<file path="src/rtl/tpu_pkg.sv">
// Shared definitions for the TPU sequencer: FSM state encoding and default result latency.
package tpu_pkg;

   localparam int unsigned TPU_RESULT_LAT = 17;

   typedef enum logic [2:0] {
      IDLE   = 3'd0,
      WAIT_W = 3'd1,
      LOAD_W = 3'd2,
      FEED   = 3'd3,
      DRAIN  = 3'd4,
      DONE   = 3'd5
   } tpu_state_e;

endpackage

</file>
<file path="src/rtl/tpu_valid_delay.sv">
// Fixed-depth 1-bit valid pipeline; aligns UB read valids with result vectors.
module tpu_valid_delay #(
   parameter int unsigned DEPTH = 17
) (
   input  logic clk,
   input  logic rstn,
   input  logic din,
   output logic dout
);

   logic [DEPTH-1:0] sr;

   generate
      if (DEPTH == 1) begin : g_single
         // Single-stage delay
         always_ff @(posedge clk or negedge rstn) begin
            if (!rstn) sr <= '0;
            else       sr <= din;
         end
      end else begin : g_multi
         // Shift the valid bit one stage per cycle
         always_ff @(posedge clk or negedge rstn) begin
            if (!rstn) sr <= '0;
            else       sr <= {sr[DEPTH-2:0], din};
         end
      end
   endgenerate

   assign dout = sr[DEPTH-1];

endmodule

</file>
<file path="src/rtl/tpu_seq_ctrl.sv">
// Job sequencer for the systolic array: pops a weight tile, reloads it row by row,
// streams input vectors from the unified buffer and writes aligned results.
// Optional feature: define TPU_SEQ_PERF_EN to add the 32-bit busy-cycle counter cycle_cnt.
module tpu_seq_ctrl
   import tpu_pkg::*;
#(
   parameter int unsigned ADDRESSSIZE = 10,
   parameter int unsigned NUM_PE_ROWS = 8,
   parameter int unsigned RESULT_LAT  = TPU_RESULT_LAT
) (
   input  logic                   clk,
   input  logic                   rstn,
   input  logic                   start,
   input  logic [ADDRESSSIZE-1:0] in_base,
   input  logic [ADDRESSSIZE-1:0] out_base,
   input  logic [ADDRESSSIZE-1:0] num_vec,
   input  logic                   fifo_empty,
   output logic                   fifo_read_enable,
   output logic                   we_rl,
   output logic [ADDRESSSIZE-1:0] ub_addr,
   output logic                   ub_rd,
   output logic [ADDRESSSIZE-1:0] res_addr,
   output logic                   res_we,
`ifdef TPU_SEQ_PERF_EN
   output logic [31:0]            cycle_cnt,
`endif
   output logic                   busy,
   output logic                   end_
);

   localparam int unsigned LW = $clog2(NUM_PE_ROWS + 1);

   tpu_state_e             state;
   logic [ADDRESSSIZE-1:0] in_base_q;
   logic [ADDRESSSIZE-1:0] num_vec_q;
   logic [LW-1:0]          ld_cnt;
   logic [ADDRESSSIZE-1:0] rd_cnt;
   logic [ADDRESSSIZE-1:0] wr_cnt;

   // Result write enable is the read valid delayed by the array latency
   tpu_valid_delay #(.DEPTH(RESULT_LAT)) u_valid_delay (
      .clk  (clk),
      .rstn (rstn),
      .din  (ub_rd),
      .dout (res_we)
   );

   // Sequencer FSM with registered strobes, addresses and status
   always_ff @(posedge clk or negedge rstn) begin
      if (!rstn) begin
         state            <= IDLE;
         in_base_q        <= '0;
         num_vec_q        <= '0;
         ld_cnt           <= '0;
         rd_cnt           <= '0;
         wr_cnt           <= '0;
         fifo_read_enable <= 1'b0;
         we_rl            <= 1'b0;
         ub_rd            <= 1'b0;
         ub_addr          <= '0;
         res_addr         <= '0;
         busy             <= 1'b0;
         end_             <= 1'b0;
      end else begin
         fifo_read_enable <= 1'b0;
         we_rl            <= 1'b0;
         ub_rd            <= 1'b0;
         end_             <= 1'b0;

         // res_addr always points at the next result slot to be written
         if (res_we) begin
            res_addr <= res_addr + ADDRESSSIZE'(1);
            wr_cnt   <= wr_cnt + ADDRESSSIZE'(1);
         end

         case (state)
            IDLE: begin
               if (start) begin
                  in_base_q <= in_base;
                  num_vec_q <= num_vec;
                  res_addr  <= out_base;
                  ld_cnt    <= '0;
                  rd_cnt    <= '0;
                  wr_cnt    <= '0;
                  busy      <= 1'b1;
                  state     <= WAIT_W;
               end
            end
            WAIT_W: begin
               if (!fifo_empty) begin
                  fifo_read_enable <= 1'b1;
                  ld_cnt           <= '0;
                  state            <= LOAD_W;
               end
            end
            LOAD_W: begin
               if (ld_cnt == LW'(NUM_PE_ROWS)) begin
                  if (num_vec_q == '0) begin
                     end_  <= 1'b1;
                     state <= DONE;
                  end else begin
                     state <= FEED;
                  end
               end else begin
                  we_rl  <= 1'b1;
                  ld_cnt <= ld_cnt + LW'(1);
               end
            end
            FEED: begin
               if (rd_cnt != num_vec_q) begin
                  ub_rd   <= 1'b1;
                  ub_addr <= in_base_q + rd_cnt;
                  rd_cnt  <= rd_cnt + ADDRESSSIZE'(1);
               end else begin
                  state <= DRAIN;
               end
            end
            DRAIN: begin
               if (res_we && (wr_cnt == num_vec_q - ADDRESSSIZE'(1))) begin
                  end_  <= 1'b1;
                  state <= DONE;
               end
            end
            DONE: begin
               busy  <= 1'b0;
               state <= IDLE;
            end
            default: begin
               busy  <= 1'b0;
               state <= IDLE;
            end
         endcase
      end
   end

`ifdef TPU_SEQ_PERF_EN
   // Busy-cycle counter: cleared on job acceptance, holds its value while idle
   always_ff @(posedge clk or negedge rstn) begin
      if (!rstn) begin
         cycle_cnt <= '0;
      end else if ((state == IDLE) && start) begin
         cycle_cnt <= '0;
      end else if (busy) begin
         cycle_cnt <= cycle_cnt + 32'd1;
      end
   end
`endif

endmodule

</file>
<file path="config.mk">
export PLATFORM = sky130hd
export DESIGN_NAME = tpu_seq_ctrl
export DESIGN_NICKNAME = d
export VERILOG_FILES = /design/src/rtl/tpu_pkg.sv /design/src/rtl/tpu_valid_delay.sv /design/src/rtl/tpu_seq_ctrl.sv
export SDC_FILE = /design/constraint.sdc
export NUM_CORES = 1
export LEC_CHECK = 0
export ABC_AREA = 1
export CAP_MARGIN = 10
export CORE_MARGIN = 4
export CORE_UTILIZATION = 50
export DETAILED_ROUTE_END_ITERATION = 10
export GPL_ROUTABILITY_DRIVEN = 0
export PLACE_DENSITY = 0.82
export SLEW_MARGIN = 15
export SYNTH_ARGS = -nofsm -noshare
export SYNTH_HDL_FRONTEND = slang
export SYNTH_SLANG_ARGS = --single-unit
</file>
<file path="constraint.sdc">
create_clock -name clk -period 2.1 [get_ports clk]
set_clock_uncertainty 0.2 [all_clocks]
set_input_delay 0.42 -clock clk [delete_from_list [all_inputs] [get_ports clk]]
set_output_delay 0.42 -clock clk [all_outputs]
set_load 0.05 [all_outputs]
</file>
### After elaboration in Yosys (flattened, before gate mapping)

Index checks and enable logic that the tools add are counted.
Widths: inputs -> output; s select.

* output and inout bits: 26
* flip-flop bits (word level): 89

* muxes and demuxes: 32
* reductions and logical operators: 12
* bitwise logic cells: 1
* $add $sub $neg: 6
* eq/ne operators: 14

Operators with widths (count)
* $mux 10: 8
* $add 10x1->10 const B: 3
* $pmux 10 s2: 1
* $mux 3: 6
* $pmux 3 s5: 1
* $ne 2x2->1 const B: 7
* $mux 4: 3
* $pmux 4 s3: 1
* $add 10x10->10: 1
* $eq 10x10->1: 1
* $logic_not 10->1: 1
* $mux 1: 10
* $ne 10x10->1: 1
* $sub 10x1->10 const B: 1
* $eq 3x2->1 const B: 2
* $reduce_and 2->1: 3
* $reduce_and 5->1: 1
* $add 4x1->4 const B: 1
* $eq 4x4->1 const B: 1
* $pmux 1 s2: 2
* $reduce_and 4->1: 1
* $reduce_or 4->1: 1
* $eq 3x1->1 const B: 1
* $eq 3x3->1 const B: 1
* 6 further kinds: 6

### Logic depth before layout (Yosys ltp)

* depth after elaboration: 5
* depth in mapped cells: 13

### Modules after synthesis

From an unflattened synthesis, not the netlist that was laid out.

* cells, all modules: 577
* area, all modules: 4754.6 um^2

By module, submodules not included
* tpu_seq_ctrl: area an instance 4329.2 um^2, cells each 560, times used 1, seq. area each 1801.7 um^2
* tpu_valid_delay: area an instance 425.4 um^2, cells each 17, times used 1, seq. area each 425.4 um^2

### Worst setup path before layout

No wires, ideal clock.

* path type: register -> register
* start: reg rd_cnt[0]
* end: reg ub_addr[8]
* cell stages (with the launch flop): 9
* path buffers: 0
* setup slack: -0.016 ns
* period minus slack after synthesis: 2.116 ns
* required time: 1.773 ns
* arrival time: 1.789 ns
* cell sequence: dfrtp_1 -> ha_1 -> inv_1 -> fa_1 -> o21ai_0 -> nand4_1 -> o211ai_1 -> xnor2_1 -> o21ai_0

* cells in the longest elaborated chain, start to end: 2
* elaborated cells on any way between the ends: 3
* classes of those cells: add/sub: 1; eq/ne: 1; reduce/logical: 1

Ends and longest elaborated chain
* from (decl): line tpu_seq_ctrl.sv:37 `logic [ADDRESSSIZE-1:0] rd_cnt;`
* from (signal assigned): line tpu_seq_ctrl.sv:113 `rd_cnt <= rd_cnt + ADDRESSSIZE'(1);`
* branches (longest 2 deep; another with $add 10x10->10)
* to (signal assigned): line tpu_seq_ctrl.sv:112 `ub_addr <= in_base_q + rd_cnt;`
* to (decl): line tpu_seq_ctrl.sv:20 `output logic [ADDRESSSIZE-1:0] ub_addr,`

Several ways; the timed one is not identified.
A chain may end at the register's enable or synchronous reset.

### Worst setup path after layout

* start: reg num_vec_q[1]
* end: reg state[1]

* cells in the longest elaborated chain, start to end: 5
* elaborated cells on any way between the ends: 11
* classes of those cells: add/sub: 1; eq/ne: 4; mux: 3; reduce/logical: 3

Ends and longest elaborated chain
* from (decl): line tpu_seq_ctrl.sv:35 `logic [ADDRESSSIZE-1:0] num_vec_q;`
* from (signal assigned): line tpu_seq_ctrl.sv:80 `num_vec_q <= num_vec;`
* $sub 10x1->10: line tpu_seq_ctrl.sv:119 `if (res_we && (wr_cnt == num_vec_q - ADDRESSSIZE'(1))) begin`
* $eq 10x10->1: line tpu_seq_ctrl.sv:119
* $logic_and 1x1->1: line tpu_seq_ctrl.sv:119
* $ne 2x2->1 (no source line)
* $reduce_and 5->1 (no source line)
* to (signal assigned): line tpu_seq_ctrl.sv:121 `state <= DONE;`
* to (signal assigned): line tpu_seq_ctrl.sv:126 `state <= IDLE;`
* to (signal assigned): line tpu_seq_ctrl.sv:130 `state <= IDLE;`
* to (decl): line tpu_seq_ctrl.sv:33 `tpu_state_e state;`

Several ways; a longest one is shown, not always the timed one. The select of a mux whose other input is x is not followed.

==> metrics list <==
* Result of the run: finished, final reports clean
- Count of antenna-violating nets left after detailed routing: 0
* Area of the mapped netlist: 4650 um^2
* Worst Hold Class: reg -> reg
* CP bufs+invs: 1
- Counting along the longest clock path gives a buffer depth of 2.
- Total power density per cell area: 541 nW/um^2
- The share of total power dissipated in combinational logic is 0.033.
- The share of total power dissipated in sequential elements is 0.553.
- Largest vdd supply drop: around 0.48 mV
- Hold_sp: u_valid_delay.sr[11]$_DFF_PN0_
* CP peak stage delay: around 420 ps
- Top-level port count: 60
- Share of final-layout standard cells stronger than drive strength 1: 0.127
- Largest net degree at the start of global routing: 38
- Of the total power, the share spent switching nets is 0.238.
- Pre-Repair DR Iteration Count: 5
- Max-slew violations: 0
- Count of final hold-check violations: 0
* Slowest-stage cell, CP: sky130_fd_sc_hd__dfrtp_1
* Antenna diode count: 0
- Counting every net in the synthesized netlist gives roughly 640.
* Register-to-Register Path Depth: 12
- Final period demand of the worst path: 1980 ps
- For the pin with the worst max-slew slack, the measured transition is 458 ps.
- The worst hold path terminates at u_valid_delay.sr[12]$_DFF_PN0_.
- Final worst-path cycle share: 0.941
* Top Family by Delay on Critical Path: simple AND/OR/NAND/NOR gates
* Initial detailed-routing violation count: about 320
- The number of antenna violations at the first check in global routing is 0.
* Non-filler cells, final: between 700 and 800
* Starting density of the core: 0.523
* DPL Wire Length: 7.91 mm
- Kind of end point of the critical path: register
- Sequential-to-total area share from yosys stat: 0.479
- Based on the critical path, the design can be clocked at up to 0.506 GHz.
* Top_reg_cell synth: sky130_fd_sc_hd__dfrtp_1
* Most frequent CP cell: sky130_fd_sc_hd__nand2_1
- Net count reported at finish: between 700 and 800
* Detailed-route DRC error count: 0
* Vias in the first global route: ~4,100
* Launch instance of the worst register-to-register path: num_vec_q[1]$_DFFE_PN0P_
- The synthesized design contains 0 enable-type register cells.
- The later pin in the worst-skew pair is clocked with a latency of roughly 360 ps.
* Library cell with the largest summed area after synthesis: sky130_fd_sc_hd__dfrtp_1
* Post-synthesis instance total: roughly 600
- Sw power: 0.738 mW
- Class of the most critical setup path: reg -> reg
- Top post-synthesis cells by area: sky130_fd_sc_hd__dfrtp_1 48%, sky130_fd_sc_hd__nand2_1 14%, sky130_fd_sc_hd__nor2_1 5.1%
* Wire length of the first global-routing pass: approximately 18 mm
* Floorplan die height: roughly 100 um
* Mean area per synthesized cell: 7.94 um^2
- Number of rows created at floorplan: 34
* Wire per inst: 13.8 um
- Along the worst hold path, the cell count comes to 0.
* Synthesis Warnings: 0
- Count of max-cap constraint violations: 0
* Headroom to the max-slew limit: 0.692
* Worst EP required: between 2000 and 2500 ps
* Startpoint kind of the worst setup timing path: register
* Number of distinct library cell variants in the gate-level netlist after synthesis: 33
* Overall Global Routing Usage: 0.203
- DIE WIDTH: 104 um
- For the worst setup path, the data arrival time is 2080 ps.
* Internal: between 2 and 2.5 mW
- Count of input and output buffers: 59
- From synthesis to final layout, the design area changed by 23.3%.
* Via density per instance: between 5 and 6
- Wires add up to about 11 mm.
- Reg-to-reg critical path endpoint: state[1]$_DFFE_PN0P_
- The tree is rooted in a sky130_fd_sc_hd__clkbuf_8.
* Proportion of netlist area held by the largest area contributor: 0.479
* CTS buffer count: 9
- Summed over all cells, the static leakage comes to 2.79 nW.
- Of all nets on the critical path, the largest fanout is 4.
* GRT Residual Overflow: 0
- After synthesis, the share of flip-flops with an asynchronous set or reset is 1.00.
- Overall power consumption: between 3 and 4 mW
- After clock tree synthesis, the clock-pin slew on the worst setup and hold paths is roughly 100 ps.
- Once placement completed, the tool counted placed cells totaling about 760.
* Via total after detailed routing: between 4,000 and 5,000
- The critical path goes through inv_1 -> ha_2 -> nand2_2 -> nor2_4 -> nand2_1 -> nand3_1 -> nand3_1 -> nor2_1 -> nand2_1 -> nand2_1 -> nand3_1 -> nand2_1.
* Reg-to-reg setup timing slack: between 100 and 150 ps
* Core Region: 8890 um^2
- Number of storage elements in the synthesis netlist: ~90
- For this design, the sink count on the clock tree is between 80 and 90.
- Setup violations remaining at the end of the flow were counted as 0.
- The die covers about 11,000 um^2.
- CTS tree: yes
- Part of the total power dissipated in the clock network: 0.414
* Deepest level of the CTS H-tree: 3
registers in the layout (all words and copies together), names as in the netlist:
signal	count
u_valid_delay.sr	17
in_base_q	10
num_vec_q	10
rd_cnt	10
res_addr	10
ub_addr	10
wr_cnt	10
ld_cnt	4
state	3
busy	1
end_	1
fifo_read_enable	1
ub_rd	1
we_rl	1
power by group through the flow:
stage	clock [mW]	combinational [mW]	sequential, mW
3_3_place_gp	0	0.104	1.75
2_1_floorplan	0	0.000383	1.75
4_1_cts	1.31	0.108	1.71
3_5_place_dp	0	0.106	1.75
5_1_grt	1.39	0.115	1.71
6_report	1.28	0.103	1.71
routing by layer:
layer	global-route usage	part of all wire	vias to the layer above
li1	-	-	2033
met1	0.268	0.44	1926
met2	0.324	0.48	156
met3	0.0503	0.071	16
met4	0.0731	0.015	0
met5	0	0	-
area by class of cell:
| class | count | area [um^2] |
|---|---|---|
| Inverter | 60 | 225 |
| Fill cell | 738 | 3160 |
| Clock buffer | 9 | 124 |
| Tap cell | 108 | 135 |
| Sequential cell | 89 | 2230 |
| Multi-Input combinational cell | 424 | 2180 |
| Timing Repair Buffer | 79 | 738 |
| Clock inverter | 7 | 93.8 |
repair_timing:
item | CTS | global route
gates resized for setup | 0 | 15
hold endpoints to repair | 32 | 0
setup buffers | 0 | 1
hold buffers | 1 | 0
endpoints found under the setup margin | 0 | 15
placed cells by master, fill, tap and decap left out, drive strengths merged, types with 2 or more instances in the layout:
| cell type | n |
|---|---|
| nor4 | 2 |
| o22ai | 3 |
| dfrtp | 89 |
| inv | 64 |
| buf | 46 |
| or2 | 2 |
| o31ai | 3 |
| nand4 | 4 |
| ha | 16 |
| a21oi | 27 |
| o21bai | 2 |
| nor2 | 64 |
| xnor2 | 12 |
| xor2 | 17 |
| nor3 | 7 |
| nand2 | 172 |
| o211ai | 3 |
| clkbuf | 9 |
| o21ai | 45 |
| clkdlybuf4s50 | 32 |
| nand3 | 39 |
logic make-up (layout without fill, tap and decap cells):
| group | count (synthesis) | after routing | synth area share |
|---|---|---|---|
| and+or+nand+nor | 292 | 292 | 0.258 |
| DFF | 89 | 89 | 0.479 |
| AOI/OAI and AO/OA | 86 | 86 | 0.100 |
| buffers and inverters | 72 | 155 | 0.0603 |
| xor gates and xnor gates | 29 | 29 | 0.0547 |
| adders and majority gates | 17 | 17 | 0.0474 |
metrics by stage:
stage / hold WS, ps / cell area [um^2] / utilization / worst slack, ps / TNS (ps)
3_5_place_dp: 136 / 5450 / 0.613 / 57.1 / 0
5_1_grt: 156 / 5730 / 0.644 / -8.50 / -8.50
6_report: 152 / 5730 / 0.644 / 125 / 0
3_3_place_gp: 135 / 5450 / 0.613 / 131 / 0
4_1_cts: 154 / 5670 / 0.638 / 13.3 / 0
2_1_floorplan: -75.6 / 4650 / - / 32.1 / 0
worst max path at each step:
stage	start	to	slack, ps	depth (start not counted)
floorplan	u_valid_delay.sr[16]$_DFF_PN0_	res_addr[9]$_DFF_PN0_	30	9
global placement	in_base_q[0]$_DFFE_PN0P_	ub_addr[8]$_DFFE_PN0P_	130	8
detailed placement	in_base_q[0]$_DFFE_PN0P_	ub_addr[8]$_DFFE_PN0P_	60	8
CTS	in_base_q[0]$_DFFE_PN0P_	ub_addr[8]$_DFFE_PN0P_	10	8
global route	rd_cnt[2]$_DFFE_PN0P_	ub_addr[7]$_DFFE_PN0P_	-8	8
finish	num_vec_q[1]$_DFFE_PN0P_	state[1]$_DFFE_PN0P_	120	12
synth_stat cells (6+ instances only):
library cell and count:
sky130_fd_sc_hd__xnor2_1 12, sky130_fd_sc_hd__a21oi_1 27, sky130_fd_sc_hd__o21ai_1 7, sky130_fd_sc_hd__nor2_1 63, sky130_fd_sc_hd__nand3_1 39, sky130_fd_sc_hd__clkbuf_1 6
sky130_fd_sc_hd__o21ai_0 37, sky130_fd_sc_hd__ha_1 16, sky130_fd_sc_hd__xor2_1 17, sky130_fd_sc_hd__nand2_1 170, sky130_fd_sc_hd__dfrtp_1 89, sky130_fd_sc_hd__inv_1 57
(Power assumes the default switching activity.)
